`config.mk`:
```
export PLATFORM = sky130hd
export DESIGN_NAME = mac6_dot_ctrl
export DESIGN_NICKNAME = d
export VERILOG_FILES = /design/src/rtl/mac6_dot_ctrl.sv
export SDC_FILE = /design/constraint.sdc
export NUM_CORES = 1
export LEC_CHECK = 0
export CAP_MARGIN = 20
export CORE_ASPECT_RATIO = 1.25
export CORE_MARGIN = 3
export CORE_UTILIZATION = 35
export DETAILED_ROUTE_END_ITERATION = 8
export PLACE_DENSITY = 0.76
export SETUP_SLACK_MARGIN = 0.4
export SKIP_CTS_REPAIR_TIMING = 1
export SLEW_MARGIN = 5
export SYNTH_ARGS = -nofsm -noshare
export SYNTH_HDL_FRONTEND = slang
export SYNTH_SLANG_ARGS = --single-unit
```
`constraint.sdc`:
```
create_clock -name clk -period 4.3 [get_ports clk]
set_input_delay 0.86 -clock clk [delete_from_list [all_inputs] [get_ports clk]]
set_output_delay 0.86 -clock clk [all_outputs]
set_load 0.1 [all_outputs]
```
`src/rtl/mac6_dot_ctrl.sv`:
```
`default_nettype none
// ============================================================================
// Module   : mac6_dot_ctrl
// Brief    : Sequencer for a saturating signed 6-bit dot product on one MAC6.
// Revision : 1.0 - initial release
// ============================================================================
module mac6_dot_ctrl (
    input  logic        clk,
    input  logic        rst_n,
    input  logic        start,
    input  logic [3:0]  len,
    input  logic [11:0] init_acc,
    input  logic        abort,
    input  logic        in_valid,
    output logic        in_ready,
    input  logic [5:0]  in_a,
    input  logic [5:0]  in_b,
    output logic [5:0]  mac_a,
    output logic [5:0]  mac_b,
    output logic [1:0]  mac_mode,
    output logic [11:0] mac_acc,
    input  logic [12:0] mac_out,
    output logic        res_valid,
    input  logic        res_ready,
    output logic [11:0] res_data,
    output logic        res_ovf,
    output logic        busy
);

    localparam logic [1:0] S_IDLE = 2'd0;
    localparam logic [1:0] S_RUN  = 2'd1;
    localparam logic [1:0] S_DONE = 2'd2;

    localparam logic [1:0]  C_MODE_MAC = 2'b00;
    localparam logic [11:0] C_SAT_POS  = 12'h7FF;
    localparam logic [11:0] C_SAT_NEG  = 12'h800;

    logic [1:0]  r_state;
    logic [11:0] r_acc;
    logic [3:0]  r_cnt;
    logic [3:0]  r_len_q;
    logic        r_ovf;

    logic        w_sat_hit;
    logic [11:0] w_sat_val;
    logic        w_last;

    // mac_out is exact in 13 bits; disagreeing top bits mean the 12-bit range was left.
    assign w_sat_hit = mac_out[12] ^ mac_out[11];
    assign w_sat_val = w_sat_hit ? (mac_out[12] ? C_SAT_NEG : C_SAT_POS) : mac_out[11:0];
    assign w_last    = (r_cnt == (r_len_q - 4'd1));

    assign mac_a     = in_a;
    assign mac_b     = in_b;
    assign mac_mode  = C_MODE_MAC;
    assign mac_acc   = r_acc;

    assign in_ready  = (r_state == S_RUN);
    assign res_valid = (r_state == S_DONE);
    assign res_data  = r_acc;
    assign res_ovf   = r_ovf;
    assign busy      = (r_state != S_IDLE);

    always_ff @(posedge clk) begin
        if (!rst_n) begin
            r_state <= S_IDLE;
            r_acc   <= 12'd0;
            r_cnt   <= 4'd0;
            r_len_q <= 4'd0;
            r_ovf   <= 1'b0;
        end else if (abort) begin
            r_state <= S_IDLE;
            r_acc   <= 12'd0;
            r_cnt   <= 4'd0;
            r_ovf   <= 1'b0;
        end else begin
            case (r_state)
                S_IDLE: begin
                    if (start) begin
                        r_acc   <= init_acc;
                        r_len_q <= len;
                        r_cnt   <= 4'd0;
                        r_ovf   <= 1'b0;
                        r_state <= (len != 4'd0) ? S_RUN : S_DONE;
                    end
                end
                S_RUN: begin
                    if (in_valid) begin
                        r_acc <= w_sat_val;
                        r_cnt <= r_cnt + 4'd1;
                        r_ovf <= r_ovf | w_sat_hit;
                        if (w_last) begin
                            r_state <= S_DONE;
                        end
                    end
                end
                S_DONE: begin
                    if (res_ready) begin
                        r_state <= S_IDLE;
                    end
                end
                default: begin
                    r_state <= S_IDLE;
                end
            endcase
        end
    end

endmodule
`default_nettype wire

```
==> metrics.txt, run 1 <==
Chip Width=approximately 64 um; worst vdd ir=approximately 150 uV; final instance area=~2000 um2; cell count after synthesis=around 180; drt wl/cell=approximately 13 um; die height=roughly 80 um; Post-Layout Cell Count=between 200 and 300; hold endpoint=mac_acc[11]; r2r setup slk=about 2400 ps; num rows=25; Clock Skew=~2.2 ps; antenna violations before repair=0; Min Hold Slack=~470 ps; global-route wire length before repair=about 5.6 mm; IO buf count=62; Num CTS Buffers=3; vias in the first global route=1249; fin crit share=roughly 69%; commonest non-fill, non-tap cell in the layout=clkdlybuf4s50_1; status=complete, no violations; Final Power=about 0.64 mW; Final nets=~270; Max Cap Viol=0; Max Slew Vio Count=0; setup tns final=0 ps; RSZ-0062 raised after global routing=no; first drt pass iteration count=4; all-layer global routing usage=13.9%; via count=about 1300; Synth Warn #=0; Critical R2R Launch=r_state[0]; hpwl dp=approximately 2.6 mm; Worst Path Required=roughly 3400 ps; synth top area cells=dfxtp_1, buf_4, a21oi_1; drt via density=roughly 4.8; hold path cells=2; Placer Congestion=around 0.76; sequential cell area=approximately 460 um2; layout cells sized above 1=between 4 and 5%; Worst EP arrival=2120 ps; CTS H-tree depth=1; Synth cell types=34; final core utilization=between 50 and 60%; drc violations=0; Final WS setup=~1300 ps; Max clock buf depth=2; starting density of the core=between 30 and 40%; Max Freq=~340 MHz; Placed Instances=around 270; Pwr per Cell Area=approximately 320 nW/um2; Final Setup Violations=0; Routed Antenna Nets=0; hold crit path type=reg2reg; Placed Area=approximately 1900 um2; Yosys top cell area share=between 30% and 40%; CTS tree=done; routed wire length=3.39 mm; Synth Area per Inst=approximately 8 um2; die area=5000 um2; FILL cells=393; grt ovf=0; I/O pin count=roughly 90; dpl ws=1280 ps; Multi-input gate area=around 740 um2; hold_sp=mac_acc[11]; Sink Count=23; Skew-Pair Late Insertion Delay=about 270 ps; P_leak=~0.73 nW; DR iter-0 viols=46; #FFs+latches synth=23; critical-path maximum fanout=8; Clock transition at path regs=80 ps; startpoint types=flip-flop; Hold Fails Final Rpt=0; pin count of the biggest net entering global routing=28; register area share after synthesis=between 30% and 40%; Synth area leader=dfxtp_1; Critical Path End Type=primary output; Setup CP Type=reg2out; Root Buffer=clkbuf_8; total core area=3910 um2; Layout area overhead=33.8%; relative slew slack=32.8%; most frequent cells in the layout=clkdlybuf4s50_1, a21oi_1, dfxtp_1; reg2reg end=res_ovf; min cycle time layout=a little under 3000 ps; Reg2Reg Depth=4; Inserted Diodes=0; Post-Syn Area=1460 um2; Tightest Pin Transition=between 1000 and 1500 ps
## cell families after synthesis
kind of cell	share of synthesized area [%]
AO/OA/AOI/OAI	19.5
XOR/XNOR	4.79
adder cells (fa/ha/maj)	3.42
buffers and inverters	18.2
flip-flops	31.5
multiplexers	3.42
other	0.256
AND/OR/NAND/NOR	19.0
## worst max path at each step
stage | slack (ps) | startpoint | depth (start not counted) | end
6_report | 1320 | r_state[1] | 3 | res_valid
5_1_grt | 1200 | r_state[1] | 3 | res_valid
4_1_cts | 1310 | r_state[1] | 3 | res_valid
3_5_place_dp | 1280 | mac_out[11] | 7 | mac_acc[8]
3_3_place_gp | 1330 | mac_out[11] | 7 | mac_acc[7]
2_1_floorplan | 1690 | r_state[1] | 2 | res_valid
## sequential cells by signal, summed over array words and instances (netlist names)
register,count
r_len_q,4
mac_acc,12
res_ovf,1
r_cnt,4
r_state,2
## metal layers
metal / part of all wire, % / global-route usage, % / wire, um
met1: 41 / 15.9 / 1400
met2: 51 / 23.7 / 1710
met3: 5.7 / 2.29 / 194
met4: 2.3 / 8.64 / 79
met5: 0 / 0 / 0
## cell usage after synthesis (all sizes together)
cell	number
nand2	14
nor2b	6
and3	1
a21oi	25
xnor2	6
inv	4
nand3	2
or4b	1
o311a	1
nor4	1
nor3	4
clkbuf	3
dfxtp	23
nand2b	2
nor2	22
o2111ai	1
mux2i	5
o21ai	2
o21ba	1
buf	33
or2	2
xor2	2
a22oi	1
or3b	1
and3b	1
ha	4
a211o	12
nor3b	1
conb	1
a32oi	1
## layout make-up
cell class / count / area share, %
Clock inverter: 1 / 0.256
Timing Repair Buffer: 63 / 31.9
Tap cell: 54 / 3.45
Clock buffer: 3 / 2.11
Sequential cell: 23 / 23.5
Multi-Input combinational cell: 121 / 38.0
Inverter: 4 / 0.767
## worst max-delay path: stages (launching register included)
cell	delay [ps]
dfxtp_1	460
inv_1	130
nor2_1	120
clkdlybuf4s50_1	1140
## where the power goes
| group | internal (mW) | switching, mW |
|---|---|---|
| Sequential | 0.223 | 0.00908 |
| Combinational | 0.0871 | 0.179 |
| Clock | 0.0649 | 0.0723 |
(Power assumes the default switching activity.)
==> inputs of run 2 (changes only) <==
- CORE_UTILIZATION: 35 -> 34
- PLACE_DENSITY: 0.76 -> 0.77
- clock period: 4.3 -> 2.6 ns (I/O delays scaled with it)
==> run 2 against run 1 <==
Non-clock buffer count is 5 higher; flip-flop and latch count stayed put; highest routed layer unchanged; die area is 2.7% higher; worst hold slack better by 7.9 ps; wire length is 0.53% lower; sequential share of layout area is 0.17 points higher; critical endpoint is now mac_acc[2]; design area is 0.70% lower; register-to-register slack worse by 1600 ps; critical path type is now in2reg; combinational power is 68% higher; first-iteration DRC count is 4.3% higher; via count is 1.8% higher.
==> metrics.txt, run 2 (same netlist as run 1, synthesis figures left out) <==
Final Power=1.05 mW (+65%); pin count of the biggest net entering global routing=28 (unchanged); die height=79.4 um (+1.3%); Layout area overhead=32.8%; r2r setup slk=870 ps (-1570 ps); CTS H-tree depth=1 (unchanged); Final nets=272 (+1.9%); Reg2Reg Depth=6 (+2); routed wire length=3.37 mm (-0.53%); layout cells sized above 1=19.1% (+14 points); via count=1309 (+1.8%); RSZ-0062 raised after global routing=no; Inserted Diodes=0 (unchanged); I/O pin count=89 (unchanged); Max Cap Viol=0 (unchanged); Placed Instances=272 (+2.6%); Sink Count=23 (unchanged); critical-path maximum fanout=8 (unchanged); num rows=26 (+4.0%); IO buf count=62 (unchanged); drt via density=4.74 (-0.79%); fin crit share=between 70 and 80%; Num CTS Buffers=3 (unchanged); drc violations=0 (unchanged); most frequent cells in the layout=clkdlybuf4s50_1, buf_4, a21oi_1; commonest non-fill, non-tap cell in the layout=clkdlybuf4s50_1; Max Freq=between 400 and 500 MHz; Placer Congestion=0.760 (-0.13%); P_leak=0.802 nW (+10%); Largest register FFs=12 (unchanged); Chip Width=64.7 um (+1.3%); vias in the first global route=1219 (-2.4%); die area=5130 um2 (+2.7%); Root Buffer=clkbuf_8; FILL cells=426 (+8.4%); Worst EP arrival=2250 ps (+130 ps); hpwl dp=2.67 mm (+2.6%); Hold Fails Final Rpt=0 (unchanged); Max Slew Vio Count=0 (unchanged); Clock Skew=2.00 ps (-0.202 ps); antenna violations before repair=0 (unchanged); global-route wire length before repair=5.28 mm (-5.7%); Routed Antenna Nets=0 (unchanged); all-layer global routing usage=12.9% (-1.0 points); status=complete, no violations; Setup CP Type=in2reg; Final Setup Violations=0 (unchanged); starting density of the core=35.4% (-2.0 points); Critical Path End Type=flip-flop; drt wl/cell=12.2 um (-3.1%); grt ovf=0 (unchanged); first drt pass iteration count=4 (unchanged); hold crit path type=reg2reg; Clock transition at path regs=80 ps (about the same); Max clock buf depth=2 (unchanged); hold path cells=2 (unchanged); setup tns final=0 ps (unchanged); final core utilization=47.1% (-3.0 points); Multi-input gate area=746 um2 (+0.34%); min cycle time layout=about 2000 ps; DR iter-0 viols=48 (+4.3%); Pwr per Cell Area=539 nW/um2 (+66%); Post-Layout Cell Count=276 (+2.6%); startpoint types=input pin; sequential cell area=460 um2 (unchanged); CTS tree=done; total core area=4130 um2 (+5.7%); Worst Path Required=2780 ps (-660 ps); Skew-Pair Late Insertion Delay=260 ps (about the same); worst vdd ir=169 uV (+14%)
run 2: critical path, stage by stage:
cell,delay [ps]
clkdlybuf4s50_1,490
inv_1,50
ha_1,300
nor2_1,210
buf_4,210
a21oi_1,50
a211o_1,280
a21oi_1,140
run 2: final timing paths:
check	startpoint	end
max reg2reg	r_len_q[0]	r_state[0]
min reg2reg	mac_acc[8]	mac_acc[8]
max	mac_out[11]	mac_acc[2]
min	mac_acc[8]	mac_acc[8]
run 2: area by class of cell:
cell class	instances	area share [%]
clock buffers	4	2.32
well taps	56	3.60
repair buffers	68	31.3
inverters	4	0.772
flip-flops and latches	23	23.7
multi-input cells	121	38.4
run 2: through the flow:
stage               area [um2]  worst slack, ps  hold WS (ps)
CTS                       1940              531           481
global placement          1900              352           460
floorplan                 1480              405           504
detailed placement        1900              284           469
finish                    1940              540           477
global route              1940              419           500
run 2: layer usage:
metal	wire length, um	global-route usage (%)
met3	172	2.40
met4	41	6.13
met5	0	0
met2	1840	24.2
met1	1320	13.6
run 2: where the power goes:
| group | total, mW | switching, mW | internal [mW] |
|---|---|---|---|
| clock network | 0.215 | 0.106 | 0.109 |
| registers | 0.385 | 0.0162 | 0.369 |
| logic | 0.449 | 0.300 | 0.148 |
==> inputs of run 3 (changes only) <==
- clock period: 2.6 -> 1.88 ns (I/O delays scaled with it)
==> run 3 against run 2 <==
Clock skew is 2.5 ps higher; critical path depth is 2 lower; register-to-register slack lost 660 ps; highest routed layer unchanged; sequential share of layout area down 3.0 points; design area rose by 22%.
==> metrics.txt, run 3 (same netlist as run 1, synthesis figures left out) <==
drt wl/cell=13.3 um (+8.8%); Sink Count=23 (unchanged); hold_sp=mac_acc[9]; fin crit share=a little under 90%; Reg2Reg Depth=6 (unchanged); worst vdd ir=290 uV (+71%); Skew-Pair Late Insertion Delay=260 ps (about the same); Max Cap Viol=0 (unchanged); Max Slew Vio Count=0 (unchanged); Routed Antenna Nets=0 (unchanged); starting density of the core=35.4% (unchanged); Worst EP arrival=1870 ps (-380 ps); Max Freq=598 MHz; Combinational Power Share=48.1% (+5.3 points); global-route wire length before repair=5.38 mm (+1.8%); Final Power=1.62 mW (+54%); Post-Layout Cell Count=295 (+6.9%); commonest non-fill, non-tap cell in the layout=buf_4; r2r setup slk=210 ps (-660 ps); Clock Power Share=18.8% (-1.7 points); status=complete, no violations; min cycle time layout=approximately 1700 ps; most frequent cells in the layout=buf_4, clkdlybuf4s50_1, a21oi_1; total core area=4130 um2 (unchanged); drt via density=4.81 (+1.5%); die height=79.4 um (unchanged); Pwr per Cell Area=685 nW/um2 (+27%); num rows=26 (unchanged); layout cells sized above 1=37.7% (+19 points); Power Internal=0.984 mW (+57%); final instance area=2360 um2 (+22%); Final nets=291 (+7.0%); vias in the first global route=1288 (+5.7%); Flop pwr share=33.1% (-3.6 points); hold crit path type=reg2reg; Critical Path End Type=flip-flop; routed wire length=3.92 mm (+16%); Worst Path Required=2080 ps (-700 ps); hold endpoint=mac_acc[9]; CTS H-tree depth=1 (unchanged); Final Setup Violations=0 (unchanged); Clock transition at path regs=80 ps (about the same); met3 WL=201 um (+17%); worst path cell trace=inv_4 -> ha_4 -> xor2_2 -> o2111ai_2 -> or4b_1 -> nand3_1; DR iter-0 viols=58 (+21%); CTS tree=done; Inserted Diodes=0 (unchanged); die area=5130 um2 (unchanged); sw power=0.635 mW (+50%); Placed Instances=277 (+1.8%); pin count of the biggest net entering global routing=28 (unchanged); DRT met1 WL=1.50 mm (+14%); P_leak=0.997 nW (+24%); grt ovf=0 (unchanged); via count=1420 (+8.5%); CP Buf/Inv Count=1 (-2); Hold Fails Final Rpt=0 (unchanged); Root Buffer=clkbuf_8; Chip Width=64.7 um (unchanged); hold path cells=2 (unchanged); reg2reg end=r_state[0]; Layout area overhead=61.5%; drc violations=0 (unchanged); antenna violations before repair=0 (unchanged); IO buf count=62 (unchanged); Placer Congestion=0.776 (+2.1%); routed wl met2=2.16 mm (+17%); I/O pin count=89 (unchanged); Num CTS Buffers=3 (unchanged); Max clock buf depth=2 (unchanged); critical-path maximum fanout=4 (-4); final core utilization=57.2% (+10 points); crit-path leading delay family=simple AND/OR/NAND/NOR gates; startpoint types=flip-flop; all-layer global routing usage=13.0% (+0.13 points); first drt pass iteration count=4 (unchanged); hpwl dp=2.59 mm (-2.8%); Setup CP Type=reg2reg; sw frac=39.2% (-1.1 points); Placed Area=2060 um2 (+8.4%); Crit-path slowest cell=or4b_1; top sig layer=met4; RSZ-0062 raised after global routing=yes; Critical R2R Launch=r_len_q[0]; slowest stage delay, CP=570 ps (+80 ps); Clock Skew=4.46 ps (+2.46 ps); Largest register FFs=12 (unchanged)
-- run 3: worst reg2reg max path: cells and delay by family, from the launching register on --
kind | cells | cell delay (ps)
simple gates | 2 | 670
flops | 1 | 380
fa+ha+maj | 1 | 260
buf+inv | 1 | 40
compound gates | 1 | 130
xor+xnor | 1 | 140
-- run 3: stage by stage --
stage	hold slack (ps)	setup slack (ps)	setup TNS (ps)
floorplan	504	265	0
global placement	451	-97.2	-1040
detailed placement	458	-151	-1630
CTS	470	131	0
global route	483	103	0
finish	466	207	0
-- run 3: layer usage --
metal | track usage, % | up-vias
met4 | 6.34 | 0
met5 | 0 | -
met2 | 23.2 | 39
met1 | 14.3 | 668
li1 | - | 707
met3 | 3.11 | 6
-- run 3: worst max-delay path by stage --
stage / to / depth (start not counted) / start / slack, ps
2_1_floorplan: res_valid / 2 / r_state[1] / 260
3_3_place_gp: mac_acc[5] / 8 / mac_out[11] / -100
3_5_place_dp: mac_acc[6] / 8 / mac_out[11] / -150
4_1_cts: mac_acc[6] / 8 / mac_out[11] / 130
5_1_grt: r_state[0] / 6 / r_len_q[0] / 100
6_report: r_state[0] / 6 / r_len_q[0] / 210
-- run 3: final cells by class --
cell class,count,area (um2)
flip-flops and latches,23,488
inverters,4,17.5
fillers,377,1770
repair buffers,87,916
clock buffers,4,45.0
well taps,56,70.1
multi-input cells,121,827
-- run 3: power by group through the flow --
stage / Combinational [mW] / Clock (mW) / Sequential [mW]
2_1_floorplan: 0.502 / 0 / 0.649
3_3_place_gp: 0.665 / 0 / 0.549
3_5_place_dp: 0.670 / 0 / 0.550
4_1_cts: 0.672 / 0.314 / 0.539
5_1_grt: 0.821 / 0.344 / 0.541
6_report: 0.778 / 0.304 / 0.536
